--- src/rtl/aes_pkg.sv ---
// Shared AES types, the FSM encoding and GF(2^8) helpers for the MixColumns engine.
// Optional build macro INV_MIXCOL_EN (used by the datapath files) adds InvMixColumns.
package aes_pkg;

  typedef logic [127:0] aes_state_t;
  typedef logic [31:0]  aes_col_t;
  typedef logic [7:0]   aes_byte_t;

  localparam aes_byte_t GF_POLY = 8'h1B;

  typedef enum logic [1:0] {
    IDLE = 2'd0,
    BUSY = 2'd1,
    DONE = 2'd2
  } aes_fsm_e;

  function automatic aes_byte_t xtime(input aes_byte_t b);
    return {b[6:0], 1'b0} ^ (b[7] ? GF_POLY : 8'h00);
  endfunction

  // Shift-and-add multiply; with a constant k it folds down to a few XOR/xtime terms.
  function automatic aes_byte_t gf_mul(input aes_byte_t a, input aes_byte_t k);
    aes_byte_t p;
    aes_byte_t x;
    p = 8'h00;
    x = a;
    for (int i = 0; i < 8; i++) begin
      if (k[i]) p = p ^ x;
      x = xtime(x);
    end
    return p;
  endfunction

endpackage

--- src/rtl/aes_mixcol_column.sv ---
// Mixes one 32-bit column (row 0 in the top byte). With INV_MIXCOL_EN an inverse path
// with coefficients {0E,0B,0D,09} is added and selected by inv.
module aes_mixcol_column
  import aes_pkg::*;
(
`ifdef INV_MIXCOL_EN
  input  logic     inv,
`endif
  input  aes_col_t col,
  output aes_col_t mixed
);

  aes_byte_t fwd_b [4];
  aes_col_t  fwd;

  for (genvar r = 0; r < 4; r++) begin : g_row
    gf256_mixcol_byte #(.ROW_IDX(r)) u_byte (
      .col   (col),
      .mixed (fwd_b[r])
    );
  end

  assign fwd = {fwd_b[0], fwd_b[1], fwd_b[2], fwd_b[3]};

`ifdef INV_MIXCOL_EN
  aes_col_t inv_mix;

  for (genvar r = 0; r < 4; r++) begin : g_inv_row
    assign inv_mix[31-8*r -: 8] = gf_mul(col[31-8*r -: 8],             8'h0E)
                                ^ gf_mul(col[31-8*((r+1)%4) -: 8],     8'h0B)
                                ^ gf_mul(col[31-8*((r+2)%4) -: 8],     8'h0D)
                                ^ gf_mul(col[31-8*((r+3)%4) -: 8],     8'h09);
  end

  assign mixed = inv ? inv_mix : fwd;
`else
  assign mixed = fwd;
`endif

endmodule

--- src/rtl/gf256_mixcol_byte.sv ---
// One output row of forward MixColumns: coefficients {02,03,01,01} rotated right by ROW_IDX.
module gf256_mixcol_byte
  import aes_pkg::*;
#(
  parameter int ROW_IDX = 0
) (
  input  aes_col_t  col,
  output aes_byte_t mixed
);

  localparam int R0 = ROW_IDX % 4;
  localparam int R1 = (ROW_IDX + 1) % 4;
  localparam int R2 = (ROW_IDX + 2) % 4;
  localparam int R3 = (ROW_IDX + 3) % 4;

  aes_byte_t a0, a1, a2, a3;

  assign a0 = col[31-8*R0 -: 8];
  assign a1 = col[31-8*R1 -: 8];
  assign a2 = col[31-8*R2 -: 8];
  assign a3 = col[31-8*R3 -: 8];

  // 2*a0 ^ 3*a1 ^ a2 ^ a3
  assign mixed = xtime(a0) ^ xtime(a1) ^ a1 ^ a2 ^ a3;

endmodule

--- src/rtl/aes_mixcol_seq.sv ---
// Column-serial MixColumns engine: COLS_PER_CYCLE columns are mixed in place per cycle.
// Build macro INV_MIXCOL_EN enables the in_inv (InvMixColumns) request.
module aes_mixcol_seq
  import aes_pkg::*;
#(
  parameter int COLS_PER_CYCLE = 1,
  parameter int TAG_W          = 4
) (
  input  logic             clk,
  input  logic             rst,
  input  logic             in_valid,
  output logic             in_ready,
  input  aes_state_t       in_state,
  input  logic             in_last,
  input  logic             in_inv,
  input  logic [TAG_W-1:0] in_tag,
  output logic             out_valid,
  input  logic             out_ready,
  output aes_state_t       out_state,
  output logic [TAG_W-1:0] out_tag
);

  if (!(COLS_PER_CYCLE == 1 || COLS_PER_CYCLE == 2 || COLS_PER_CYCLE == 4)) begin : g_bad_cols
    $error("aes_mixcol_seq: COLS_PER_CYCLE must be 1, 2 or 4");
  end

  localparam logic [2:0] COL_STEP = 3'(COLS_PER_CYCLE);

  // Handshakes: a transfer happens on a rising edge where valid && ready; valid holds its
  // data stable until then, and ready may be asserted independently of valid.
  aes_fsm_e           state_q;
  aes_col_t [3:0]     work_q;   // work_q[3] is column 0 (top of the state word)
  logic [1:0]         col_cnt_q;
  logic [TAG_W-1:0]   tag_q;
  logic [2:0]         cnt_sum;
  logic [1:0]         col_idx [COLS_PER_CYCLE];
  aes_col_t           col_in  [COLS_PER_CYCLE];
  aes_col_t           col_out [COLS_PER_CYCLE];

`ifdef INV_MIXCOL_EN
  logic inv_q;
`else
  wire unused_inv = in_inv;
`endif

  for (genvar j = 0; j < COLS_PER_CYCLE; j++) begin : g_col
    assign col_idx[j] = col_cnt_q + 2'(j);
    assign col_in[j]  = work_q[~col_idx[j]];

    aes_mixcol_column u_column (
`ifdef INV_MIXCOL_EN
      .inv   (inv_q),
`endif
      .col   (col_in[j]),
      .mixed (col_out[j])
    );
  end

  assign cnt_sum   = {1'b0, col_cnt_q} + COL_STEP;
  assign out_state = work_q;
  assign out_tag   = tag_q;

  always_ff @(posedge clk) begin
    if (rst) begin
      state_q   <= IDLE;
      in_ready  <= 1'b0;
      out_valid <= 1'b0;
      work_q    <= '0;
      col_cnt_q <= 2'd0;
      tag_q     <= '0;
`ifdef INV_MIXCOL_EN
      inv_q     <= 1'b0;
`endif
    end else begin
      case (state_q)
        IDLE: begin
          in_ready <= 1'b1;
          if (in_valid && in_ready) begin
            in_ready  <= 1'b0;
            work_q    <= in_state;
            tag_q     <= in_tag;
            col_cnt_q <= 2'd0;
`ifdef INV_MIXCOL_EN
            inv_q     <= in_inv;
`endif
            if (in_last) begin
              state_q   <= DONE;
              out_valid <= 1'b1;
            end else begin
              state_q <= BUSY;
            end
          end
        end
        BUSY: begin
          for (int j = 0; j < COLS_PER_CYCLE; j++) begin
            work_q[~col_idx[j]] <= col_out[j];
          end
          col_cnt_q <= cnt_sum[1:0];
          if (cnt_sum == 3'd4) begin
            state_q   <= DONE;
            out_valid <= 1'b1;
          end
        end
        DONE: begin
          // in_ready stays low here so no accept can coincide with the output handshake.
          if (out_ready) begin
            state_q   <= IDLE;
            out_valid <= 1'b0;
            in_ready  <= 1'b1;
          end
        end
        default: begin
          state_q   <= IDLE;
          in_ready  <= 1'b0;
          out_valid <= 1'b0;
        end
      endcase
    end
  end

endmodule

--- config.mk ---
export PLATFORM = sky130hd
export DESIGN_NAME = aes_mixcol_seq
export DESIGN_NICKNAME = d
export VERILOG_FILES = /design/src/rtl/aes_pkg.sv /design/src/rtl/aes_mixcol_column.sv /design/src/rtl/gf256_mixcol_byte.sv /design/src/rtl/aes_mixcol_seq.sv
export SDC_FILE = /design/constraint.sdc
export NUM_CORES = 1
export LEC_CHECK = 0
export ABC_AREA = 1
export CELL_PAD_IN_SITES_DETAIL_PLACEMENT = 2
export CELL_PAD_IN_SITES_GLOBAL_PLACEMENT = 2
export CORE_ASPECT_RATIO = 1.5
export CORE_MARGIN = 2
export CORE_UTILIZATION = 32
export CTS_BUF_LIST = sky130_fd_sc_hd__clkbuf_16
export CTS_CLUSTER_DIAMETER = 30
export DETAILED_ROUTE_END_ITERATION = 10
export DONT_BUFFER_PORTS = 1
export GPL_TIMING_DRIVEN = 0
export PLACE_DENSITY = 0.77
export RECOVER_POWER = 100
export SYNTH_ARGS = -nofsm -noshare
export SYNTH_HDL_FRONTEND = slang
export SYNTH_SLANG_ARGS = --single-unit
export TNS_END_PERCENT = 1
--- constraint.sdc ---
create_clock -name clk -period 2.3 [get_ports clk]
set_clock_uncertainty 0.2 [all_clocks]
set_input_delay 0.345 -clock clk [delete_from_list [all_inputs] [get_ports clk]]
set_output_delay 0.345 -clock clk [all_outputs]
set_load 0.02 [all_outputs]
# After elaboration in Yosys (flattened, before gate mapping)
# Index checks and enable logic that the tools add are counted.
# W data, S select, Z words.
# word_totals
ff_bits,138
inputBits,138
wordCells,76
# op_classes
addsub,1
n_lt_le_gt_ge,2
eq_ne,7
muxes,26
bitwise,22
reduce_logical,9
# ops
cell,count
$pmux W128 S2,1
$xor A8 B8 Y8,17
$bwmux W128,1
$mux W128,1
$bmux W32 S2,1
$demux W32 S2,1
$mux W32,2
$xor A8 B5 Y8,3
$mux W5,4
$mux W2,5
$ne A2 B2 Y1 const B,4
$mux W1,6
$pmux W1 S3,2
$pmux W2 S3,1
$reduce_and A2 Y1,3
$pmux W2 S2,1
$reduce_and A4 Y1,1
$add A2 B1 Y3 const B,1
$eq A3 B3 Y1 const B,1
$lt A2 B3 Y1 const B,1
$reduce_and A3 Y1,1
$eq A2 B1 Y1 const B,1
$eq A2 B2 Y1 const B,1
$ge A2 B1 Y1 const B,1
other kinds (5),6

# Longest topological paths before layout
# Gate-level depths: netlist of the first run.
# logic_depth
depth_word,11
depth_mapped,15

# Cells and area by module
# From an unflattened synthesis of the first run, not the netlist that was laid out.
# unflattened
hier_cells,1525
area_unflattened_um2,9080.0
# modules_own_cells
mod,instances,cells_per_inst,area_per_inst_um2,seq_area_each_um2
aes_mixcol_seq,1,985,6612.6,2762.6
gf256_mixcol_byte,4,135,616.8,0.0

# Worst setup path after synthesis of the first run
# OpenSTA, ideal clock, no wires.
# synth_path
path_type,register to register
from,register col_cnt_q[1]
to,"register work_q, in the netlist out_state[111]"
arrival_time_ps,1731
required_ps,2030
slack_ps,298
stages_incl_launch_ff,12
n_path_buf,3
synth_period_minus_slack_ps,2002
cell_sequence,dfxtp_1 > buf_2 > inv_2 > buf_2 > ha_1 > nand2_1 > nand2_1 > inv_1 > clkbuf_1 > a22o_1 > inv_1 > a21oi_1
# synth_between
elab_chain_cells,10
elab_cells_between_ends,16
classes_between,2 x order compare; 6 x mux; 7 x bitwise; 1 x reduce/logical
# synth_rtl
item,line,source
"start, declared",aes_mixcol_seq.sv:33,logic [1:0] col_cnt_q;
"start signal, assigned",aes_mixcol_seq.sv:98,col_cnt_q <= cnt_sum[1:0];
$not A2 Y2 (*),"aes_mixcol_seq.sv:48, aes_mixcol_seq.sv:96",
$bmux W32 S2,aes_mixcol_seq.sv:48,assign col_in[j] = work_q[~col_idx[j]];
$mux W32 (not written as such),aes_mixcol_seq.sv:48,
$xor A8 B5 Y8 / $xor A8 B8 Y8 (equally long branches),n/a,
$xor A8 B8 Y8 (4 in series),gf256_mixcol_byte.sv:24,assign mixed = xtime(a0) ^ xtime(a1) ^ a1 ^ a2 ^ a3;
$bwmux W128 (*),aes_mixcol_seq.sv:96,work_q[~col_idx[j]] <= col_out[j];
$pmux W128 S2 (*),aes_mixcol_seq.sv:75,case (state_q)
"end signal, assigned",aes_mixcol_seq.sv:80,work_q <= in_state;
"end signal, assigned by index",aes_mixcol_seq.sv:96,
"end, declared",aes_mixcol_seq.sv:32,aes_col_t [3:0] work_q;
# Every way passes the cells marked *; elsewhere a longest branch is shown, timed or not. The select of a mux whose other input is x is not followed.
# A chain may end at the register's enable or synchronous reset.

# Final worst setup path of the first run
# layout_path
from,register col_cnt_q[0]
to,"register work_q, in the netlist out_state[110]"
# Same word-level chain as after synthesis.

==> flow_metrics.tcl, run 1 <==
set metrics [dict create \
    dieArea_um2 29000 \
    critical_path.max_stage_delay_ns 0.43 \
    clockRootBuffer "clkbuf_16" \
    synthTopCellsByArea "dfxtp_1, nand2_1, a21oi_1" \
    crit_chain "inv_8 -> buf_12 -> buf_12 -> ha_1 -> nand2_1 -> nand2_2 -> clkinv_4 -> buf_4 -> a21oi_1 -> a21oi_1" \
    portBuffers 0 \
    dp_hpwl_um 44700 \
    maxCapViolations 0 \
    final-max-slew-violation-count 0 \
    cts_max_path_buffers 2 \
    cts_buffers 17 \
    coreArea_um2 27200 \
    grt_max_degree 17 \
    critical-path-top-delay-family "buffers and inverters" \
    tightest_slew_ns 1.26 \
    criticalPathCategory "register to register" \
    grt_pass1_wl_um 96100 \
    grt_pass1_vias 14200 \
    avgSynthCellArea_um2 5.87 \
    clk_latency_ns 0.50 \
    num_rows 74 \
    min_period_over_period 1.19 \
    die_x_um 140 \
    cp-startpoint "col_cnt_q[0]" \
    synth_top_area_share 0.313 \
    dr.first_iter.drc_count 1389 \
    via_count 14100 \
    path_buf_inv 5 \
    startpoint_type "register" \
    grt_setup_unrepaired "true" \
    synth_cells 1503 \
    antenna_found_initial 6 \
    cts_tree "built" \
    clk_pin_slew_ns 0.08 \
    worst_setup_path_end_kind "register" \
    ys_types 25 \
    cp.required_ns 2.46 \
    grt_usage 0.456 \
    whs_ns -0.0223 \
    setup_violations 128 \
    peakVddDrop_uv 903 \
    drive_gt1_frac 0.262 \
    area_growth_pct 49.0 \
    synth_top_area_cell "dfxtp_1" \
    gp_congestion 0.998 \
    p_total_mw 24.9 \
    start_util 0.324 \
    fin_crit_ns 2.74 \
    async_reset_ff_frac 0 \
    via_per_inst 6.89 \
    synth.most_common_cell "nand2_1" \
    fillCellCount 3098 \
    nNetsFinal 1833 \
    violations "negative hold slack, negative setup slack" \
    htreeDepth 4 \
    place_area_um2 9260 \
    grt-ovfl-total 0 \
    status "finished with violations" \
    hold_path_class "input pin to register" \
    max_freq_mhz 365 \
    powerDensity_nw_per_um2 1900 \
    tns_ns -29.27 \
    finalWirelength_um 79300 \
    stdcell_count 2051 \
    ys_seq_area_frac 0.313 \
    fin_area_um2 13200 \
    io_pins 272 \
    ys_seq_elements 138 \
    wl_per_cell_um 38.7 \
    syn_area_um2 8830 \
    min_from "in_state[106]" \
    layout_setup_ws_ns -0.443 \
    leakagePower_nw 5.61 \
    reg2reg_from "col_cnt_q[0]" \
    synth_top_flop_cell "dfxtp_1" \
    syn_nets 1645 \
    drc 0 \
    hold_viol_final 1 \
    maxSlewHeadroom 0.160 \
    die_h_um 207 \
    ant_nets 0 \
    worstPathMaxFanout 11 \
    synth_edf_count 0 \
    cp_slowest_cell "dfxtp_4" \
    crit_arrival_ns 2.90 \
    cts_sinks 138 \
    dr.pass1.iters 5 \
    yosysWarnings 0 \
    dpl.cell_count 1845 \
    synth.top_cells.by_count "nand2_1, a21oi_1, nand3_1" \
]
## placed cells by master (no fill, tap or decap), types with 16 or more instances in the layout
cell type and count:
nand2_1 457, a21oi_1 201, dfxtp_1 135, dlygate4sd3_1 132, nand3_1 120, o21ai_0 110, nand2_2 104, nand2_4 55
nand3_2 50, a21oi_2 45, buf_4 38, inv_1 34, clkbuf_16 24, inv_2 20, clkbuf_2 16, nor2_1 16
## routing by layer
metal  part of all wire  up-vias  global-route usage
li1                   -     5384                   -
met1               0.32     6813               0.461
met2               0.44     1261               0.763
met4               0.13        4               0.402
met3               0.11      672               0.127
met5            0.00033        -                   0
## tightest hold or removal path, cell delays in order
cell and delay (ns):
a22o_1 0.11, inv_1 0.04, a21oi_1 0.12
## layout make-up
cell class / count / area, um^2 / share of cell area
buffer: 88 / 776 / 0.0590
tap: 342 / 428 / 0.0325
timing repair buffer: 169 / 1740 / 0.132
clock buffer: 17 / 425 / 0.0323
clock inverter: 15 / 136 / 0.0104
inverter: 69 / 314 / 0.0239
sequential: 138 / 2770 / 0.211
multi-input combinational: 1208 / 6560 / 0.498
antenna: 5 / 12.5 / 0.000951
## sequential cells by signal (all words and copies together), names as in the netlist
register	cells
col_cnt_q	2
out_state	128
out_tag	4
state_q	2
in_ready	1
out_valid	1
## cell families after synthesis
family | count (synthesis) | share of synthesized area
compound gates | 384 | 0.222
fa+ha+maj | 4 | 0.00567
xor+xnor | 7 | 0.00694
buf+inv | 157 | 0.0757
flops | 138 | 0.313
simple gates | 813 | 0.377
## report_power, final
| group | leakage (nW) | internal [mW] | total, mW | switching (mW) |
|---|---|---|---|---|
| Sequential | 1.13 | 3.17 | 5.25 | 2.08 |
| Combinational | 4.20 | 4.51 | 16.6 | 12.1 |
| Clock | 0.279 | 1.51 | 3.03 | 1.52 |
## through the flow
step                setup WS [ns]  hold WS (ns)   util
global route               -0.500       0.00916  0.483
detailed placement         -0.853         0.292  0.340
floorplan                   0.298         0.280      -
finish                     -0.443       -0.0223  0.483
CTS                       -0.0944       0.00497  0.428
global placement           -0.792         0.285  0.340
## final timing paths
path,to,slack [ns],depth (start not counted)
worst min-delay path,out_state[106],-0.02,3
worst max-delay path,out_state[110],-0.44,10
worst max register to register,out_state[110],-0.44,10
worst min register to register,in_ready,0.45,2
## timing repair
| action | in CTS | in global routing |
|---|---|---|
| gates resized for setup | 198 | 354 |
| buffers inserted | 3 | 27 |
| setup endpoints to repair | 128 | 128 |
| gates cloned | 0 | 7 |
| hold buffers | 132 | 0 |
| endpoints found under the hold margin | 133 | 0 |
| pin swaps | 3 | 74 |
Note: power is estimated with default switching activity, not from simulation.
==> inputs of run 2 (changes only) <==
--- a/config.mk
+++ b/config.mk
@@ -21,4 +21,5 @@
 export SYNTH_ARGS = -nofsm -noshare
 export SYNTH_HDL_FRONTEND = slang
+export SYNTH_HIERARCHICAL = 1
 export SYNTH_SLANG_ARGS = --single-unit
 export TNS_END_PERCENT = 1
==> constraint.sdc (replaced) <==
create_clock -name clk -period 2.3 [get_ports clk]
set_clock_uncertainty 0.2 [all_clocks]
set_input_delay 0.23 -clock clk [delete_from_list [all_inputs] [get_ports clk]]
set_output_delay 0.23 -clock clk [all_outputs]
set_load 0.02 [all_outputs]
==> flow_metrics.tcl, run 2 <==
set metrics [dict create \
    status "finished with violations" \
    violations "max-capacitance violations, max-slew violations, negative setup slack" \
    async_reset_ff_frac 0 \
    path_buf_inv 4 \
    via_count 14500 \
    htreeDepth 4 \
    synthTopCellsByArea "dfxtp_1, nand2_1, a21oi_1" \
    num_rows 75 \
    ys_seq_elements 138 \
    fillCellCount 3127 \
    final_util 0.517 \
    clk_pin_slew_ns 0.08 \
    dr.first_iter.drc_count 1503 \
    largest_reg_flops 128 \
    synth.top_cells.by_count "nand2_1, a21oi_1, nor2_1" \
    cts_tree "built" \
    dp_slack_ns -1.39 \
    nNetsFinal 1910 \
    crit_chain "inv_6 -> clkbuf_8 -> clkbuf_16 -> o21ai_0 -> o22ai_4 -> xnor2_1 -> nand2_1 -> nand3b_1 -> nand2_1 -> inv_2 -> nor2_2 -> a21oi_1 -> a21oi_1" \
    peakVddDrop_uv 852 \
    tightest_slew_ns 1.50 \
    finalWirelength_um 87700 \
    leakagePower_nw 5.97 \
    die_h_um 210 \
    crit_cells 13 \
    min_period_over_period 1.66 \
    cts_sinks 138 \
    stdcell_count 2136 \
    start_util 0.325 \
    grt_pass1_wl_um 104000 \
    setup.worst_path.end "out_state[117]" \
    wl_per_cell_um 41.1 \
    io_pins 272 \
    antenna_found_initial 12 \
    reg2reg_from "col_cnt_q[0]" \
    ant_nets 0 \
    synth_top_area_share 0.304 \
    dp_hpwl_um 36900 \
    grt-ovfl-total 0 \
    synth_top_area_cell "dfxtp_1" \
    worstReg2RegEnd "out_state[117]" \
    dieArea_um2 29800 \
    max_freq_mhz 261 \
    worstPathMaxFanout 7 \
    startpoint_type "register" \
    gp_congestion 0.854 \
    yosysWarnings 6 \
    area_growth_pct 59.2 \
    layout.cells.most_common "nand2_1" \
    worst_setup_path_end_kind "register" \
    dpl.cell_count 1871 \
    cp.required_ns 2.43 \
    synth_cells 1525 \
    criticalPathCategory "register to register" \
    synth_edf_count 0 \
    grt_max_degree 17 \
    syn_area_um2 9080 \
    via_per_inst 6.78 \
    layout_setup_ws_ns -1.53 \
    maxSlewHeadroom -0.00232 \
    ys_seq_area_frac 0.304 \
    cp-startpoint "col_cnt_q[0]" \
    cts_buffers 17 \
    grt_usage 0.486 \
    grt_setup_unrepaired "true" \
    maxCapViolations 1 \
    setup_violations 132 \
    critical-path-top-delay-family "compound AO/OA/AOI/OAI gates" \
    hold_path_class "input pin to register" \
    drive_gt1_frac 0.281 \
    fin_crit_ns 3.83 \
    syn_nets 1668 \
    portBuffers 0 \
    coreArea_um2 28000 \
    ys_types 25 \
    synth.most_common_cell "nand2_1" \
    clk_latency_ns 0.52 \
    die_x_um 142 \
    dr.pass1.iters 5 \
    tns_ns -96.51 \
    avgSynthCellArea_um2 5.95 \
    cts_max_path_buffers 2 \
    cp_slowest_cell "o21ai_0" \
    final-max-slew-violation-count 10 \
    critical_path.max_stage_delay_ns 0.94 \
    grt_pass1_vias 15200 \
    synth_top_flop_cell "dfxtp_1" \
    hold_viol_final 0 \
    drc 0 \
    r2r_cells 13 \
    reg2reg_setup_slack_ns -1.53 \
    final_cell_mix "nand2_1, a21oi_1, nor2_1, dlygate4sd3_1, dfxtp_1" \
    powerDensity_nw_per_um2 1960 \
    clockRootBuffer "clkbuf_16" \
    crit_arrival_ns 3.96 \
]
## run 2: worst min-delay path, stage by stage
cell and delay (ns):
nand2_1 0.10, nand2_1 0.09, nand2_1 0.19, nor2_1 0.10
nand2_1 0.07, a21oi_1 0.07
## run 2: logic make-up (layout without fill, tap and decap cells)
logic type	count (synthesis)	in the layout	synth area share
compound gates	369	371	0.208
xor+xnor	52	52	0.0502
fa+ha+maj	5	5	0.00689
buf+inv	228	481	0.104
flops	138	138	0.304
other cells	0	10	0
simple gates	733	733	0.327
## run 2: repair_timing
action                     in CTS  in global routing
buffers inserted               61                 12
hold endpoints to repair      138                  0
hold buffers                  141                  0
resized for setup             298                161
setup endpoints to repair     128                128
pin swaps                      40                 26
cloned                          9                  0
## run 2: layout make-up
cell class | count | area (um^2) | share of cell area
flip-flops and latches | 138 | 2770 | 0.192
plain buffers | 73 | 649 | 0.0449
diodes | 10 | 25.0 | 0.00173
multi-input cells | 1161 | 6860 | 0.475
clock buffers | 17 | 425 | 0.0294
clock inverters | 15 | 196 | 0.0136
well taps | 346 | 433 | 0.0300
inverters | 155 | 618 | 0.0428
repair buffers | 221 | 2480 | 0.171
## run 2: report_power, final
part           internal (mW)  switching, mW  total (mW)  leakage (nW)
logic                   6.27           14.6        20.9          4.54
registers               2.84           1.33        4.17          1.13
clock network           1.82           1.49        3.31         0.303
total                   10.9           17.5        28.4          5.97
## run 2: through the flow
step | instance area, um^2 | hold WS (ns) | power, mW
6_report | 14500 | 0.207 | 28.4
5_1_grt | 14400 | 0.192 | 28.6
4_1_cts | 13700 | 0.0339 | 22.5
3_5_place_dp | 9760 | 0.212 | 15.9
3_3_place_gp | 9760 | 0.200 | 15.4
2_1_floorplan | 9330 | 0.194 | 11.9
## run 2: metal layers
metal	part of all wire	global-route usage	up-vias
met5	0.00092	0	-
met4	0.13	0.433	10
met3	0.13	0.160	774
met2	0.43	0.812	1387
met1	0.31	0.476	6958
li1	-	-	5343
## run 2: worst min path at each step
stage                       endpoint  depth (start not counted)  startpoint
after floorplan           out_tag[0]                          2   in_tag[0]
after global placement    out_tag[2]                          2   in_tag[2]
after detailed placement  out_tag[3]                          2   in_tag[3]
after CTS                 state_q[0]                          6    in_valid
after global routing      state_q[0]                          6    in_valid
final                     state_q[0]                          6    in_valid
==> inputs of run 3 (changes only) <==
Clock period 2.3 ns to 3.9 ns, I/O delays scaled along.
==> flow_metrics.tcl, run 3 (synthesis gave the netlist of run 2 again) <==
set metrics [dict create \
    fin_crit_ns 3.98 \
    leakagePower_nw 5.08 \
    htreeDepth 4 \
    cts_max_path_buffers 2 \
    layout_setup_ws_ns -0.0773 \
    antenna_found_initial 6 \
    nNetsFinal 1829 \
    cts_sinks 138 \
    reg2reg_setup_slack_ns -0.08 \
    final_cell_mix "nand2_1, a21oi_1, nor2_1, dfxtp_1" \
    dr.first_iter.drc_count 729 \
    die_h_um 210 \
    via_count 12000 \
    min_from "in_last" \
    reg2reg_from "col_cnt_q[0]" \
    register_area_um2 2760 \
    worstHoldPathCells 5 \
    hold_end "state_q[0]" \
    portBuffers 0 \
    wl_per_cell_um 28.0 \
    setup_violations 2 \
    dieArea_um2 29800 \
    fillCellCount 3389 \
    grt_setup_unrepaired "true" \
    coreArea_um2 28000 \
    num_rows 75 \
    violations "negative setup slack" \
    io_pins 272 \
    criticalPathCategory "register to register" \
    dpl.cell_count 1872 \
    peakVddDrop_uv 446 \
    grt-ovfl-total 0 \
    maxCapViolations 0 \
    clockRootBuffer "clkbuf_16" \
    via_per_inst 5.87 \
    gp_congestion 0.866 \
    crit_chain "clkbuf_1 -> clkbuf_2 -> o21ai_0 -> o22ai_2 -> nand2_1 -> inv_1 -> nor2_1 -> nand2_1 -> nand3_1 -> nand2_1 -> inv_1 -> inv_1 -> nor2_1 -> a21oi_1 -> a21oi_1" \
    cp.required_ns 4.01 \
    status "finished with violations" \
    path_buf_inv 5 \
    hold_viol_final 0 \
    ant_nets 0 \
    start_util 0.325 \
    worst_setup_path_end_kind "register" \
    startpoint_type "register" \
    tightest_slew_ns 1.22 \
    critical-path-top-delay-family "buffers and inverters" \
    powerDensity_nw_per_um2 996 \
    grt_pass1_vias 13600 \
    stdcell_count 2051 \
    worstReg2RegEnd "out_state[81]" \
    maxSlewHeadroom 0.190 \
    grt_usage 0.372 \
    clk_latency_ns 0.47 \
    crit_arrival_ns 4.09 \
    min_period_over_period 1.02 \
    layout.cells.most_common "nand2_1" \
    cp_slowest_cell "o22ai_2" \
    max_freq_mhz 251 \
    cts_tree "built" \
    dr.pass1.iters 5 \
    drc 0 \
    final-max-slew-violation-count 0 \
    multiInputGateArea_um2 5610 \
    dp_hpwl_um 37000 \
    die_x_um 142 \
    clk_pin_slew_ns 0.07 \
    r2r_cells 15 \
    grt_max_degree 17 \
    area_growth_pct 29.0 \
    critical_path.max_stage_delay_ns 0.66 \
    largest_reg_flops 128 \
    hold_path_class "input pin to register" \
    finalWirelength_um 57400 \
    worstPathMaxFanout 11 \
    tns_ns -0.0817 \
    grt_pass1_wl_um 82100 \
    drive_gt1_frac 0.0842 \
    cts_buffers 17 \
]
run 3: cell types whose count changed in the layout (fill, tap and decap cells not counted), moves of 30 or more:
cell     before  now
o21ai_0      23   75
a21oi_2      50    0
nor2_1      152  217
nand2_1     415  450
buf_4        49   19
inv_1        93  135
nor2_2       47    1
nand2_2      40    6
a21oi_1     209  261
buf_12       30    0
run 3: power by group:
group / leakage (nW) / total [mW] / internal, mW / switching [mW]
Clock: 0.254 / 1.63 / 0.862 / 0.766
Sequential: 1.12 / 2.35 / 1.68 / 0.673
Combinational: 3.70 / 7.70 / 2.15 / 5.54
Total: 5.08 / 11.7 / 4.69 / 6.98
run 3: worst max path at each step:
stage | from | endpoint | slack [ns] | cells past startpoint
after CTS | col_cnt_q[0] | out_state[83] | -0.05 | 16
final | col_cnt_q[0] | out_state[81] | -0.08 | 15
after global routing | col_cnt_q[0] | out_state[81] | -0.14 | 16
after detailed placement | col_cnt_q[0] | out_state[83] | -0.55 | 15
after floorplan | col_cnt_q[0] | out_state[57] | 0.95 | 16
after global placement | col_cnt_q[0] | out_state[81] | -0.67 | 15
run 3: final cells by class:
| cell class | instances | area share |
|---|---|---|
| flip-flops and latches | 138 | 0.236 |
| clock buffers | 17 | 0.0363 |
| well taps | 346 | 0.0370 |
| diodes | 6 | 0.00128 |
| inverters | 155 | 0.0497 |
| clock inverters | 15 | 0.00940 |
| repair buffers | 142 | 0.120 |
| plain buffers | 73 | 0.0316 |
| multi-input cells | 1159 | 0.478 |
run 3: routing by layer:
metal,global-route usage,up-vias,routed length (um)
li1,-,5170,-
met1,0.372,5960,20100
met2,0.676,646,29500
met3,0.0959,259,3850
met4,0.242,0,3970
met5,0,-,0
run 3: timing repair:
item	CTS	global route
gates resized for setup	23	27
pin swaps	0	1
endpoints found under the setup margin	120	127
hold endpoints to repair	133	0
hold buffers	135	0
buffers inserted	0	5
cloned	0	0
run 3: through the flow:
stage          worst slack, ns  total power [mW]  area, um^2   util  hold WS, ns
6_report               -0.0773              11.7       11700  0.419       0.0771
5_1_grt                 -0.135              12.3       11700  0.419        0.103
4_1_cts                -0.0478              11.1       11600  0.415       0.0290
3_5_place_dp            -0.550              9.25        9560  0.342        0.374
3_3_place_gp            -0.666              8.90        9510  0.340        0.359
2_1_floorplan            0.948              6.83        9080      -        0.331
run 3: worst register-to-register path, delay by kind of cell (launching register included):
family	cells	cell delay (ns)
AOI/OAI and AO/OA	4	1.23
buffers and inverters	5	1.24
DFF	1	0.49
and+or+nand+nor	6	0.66
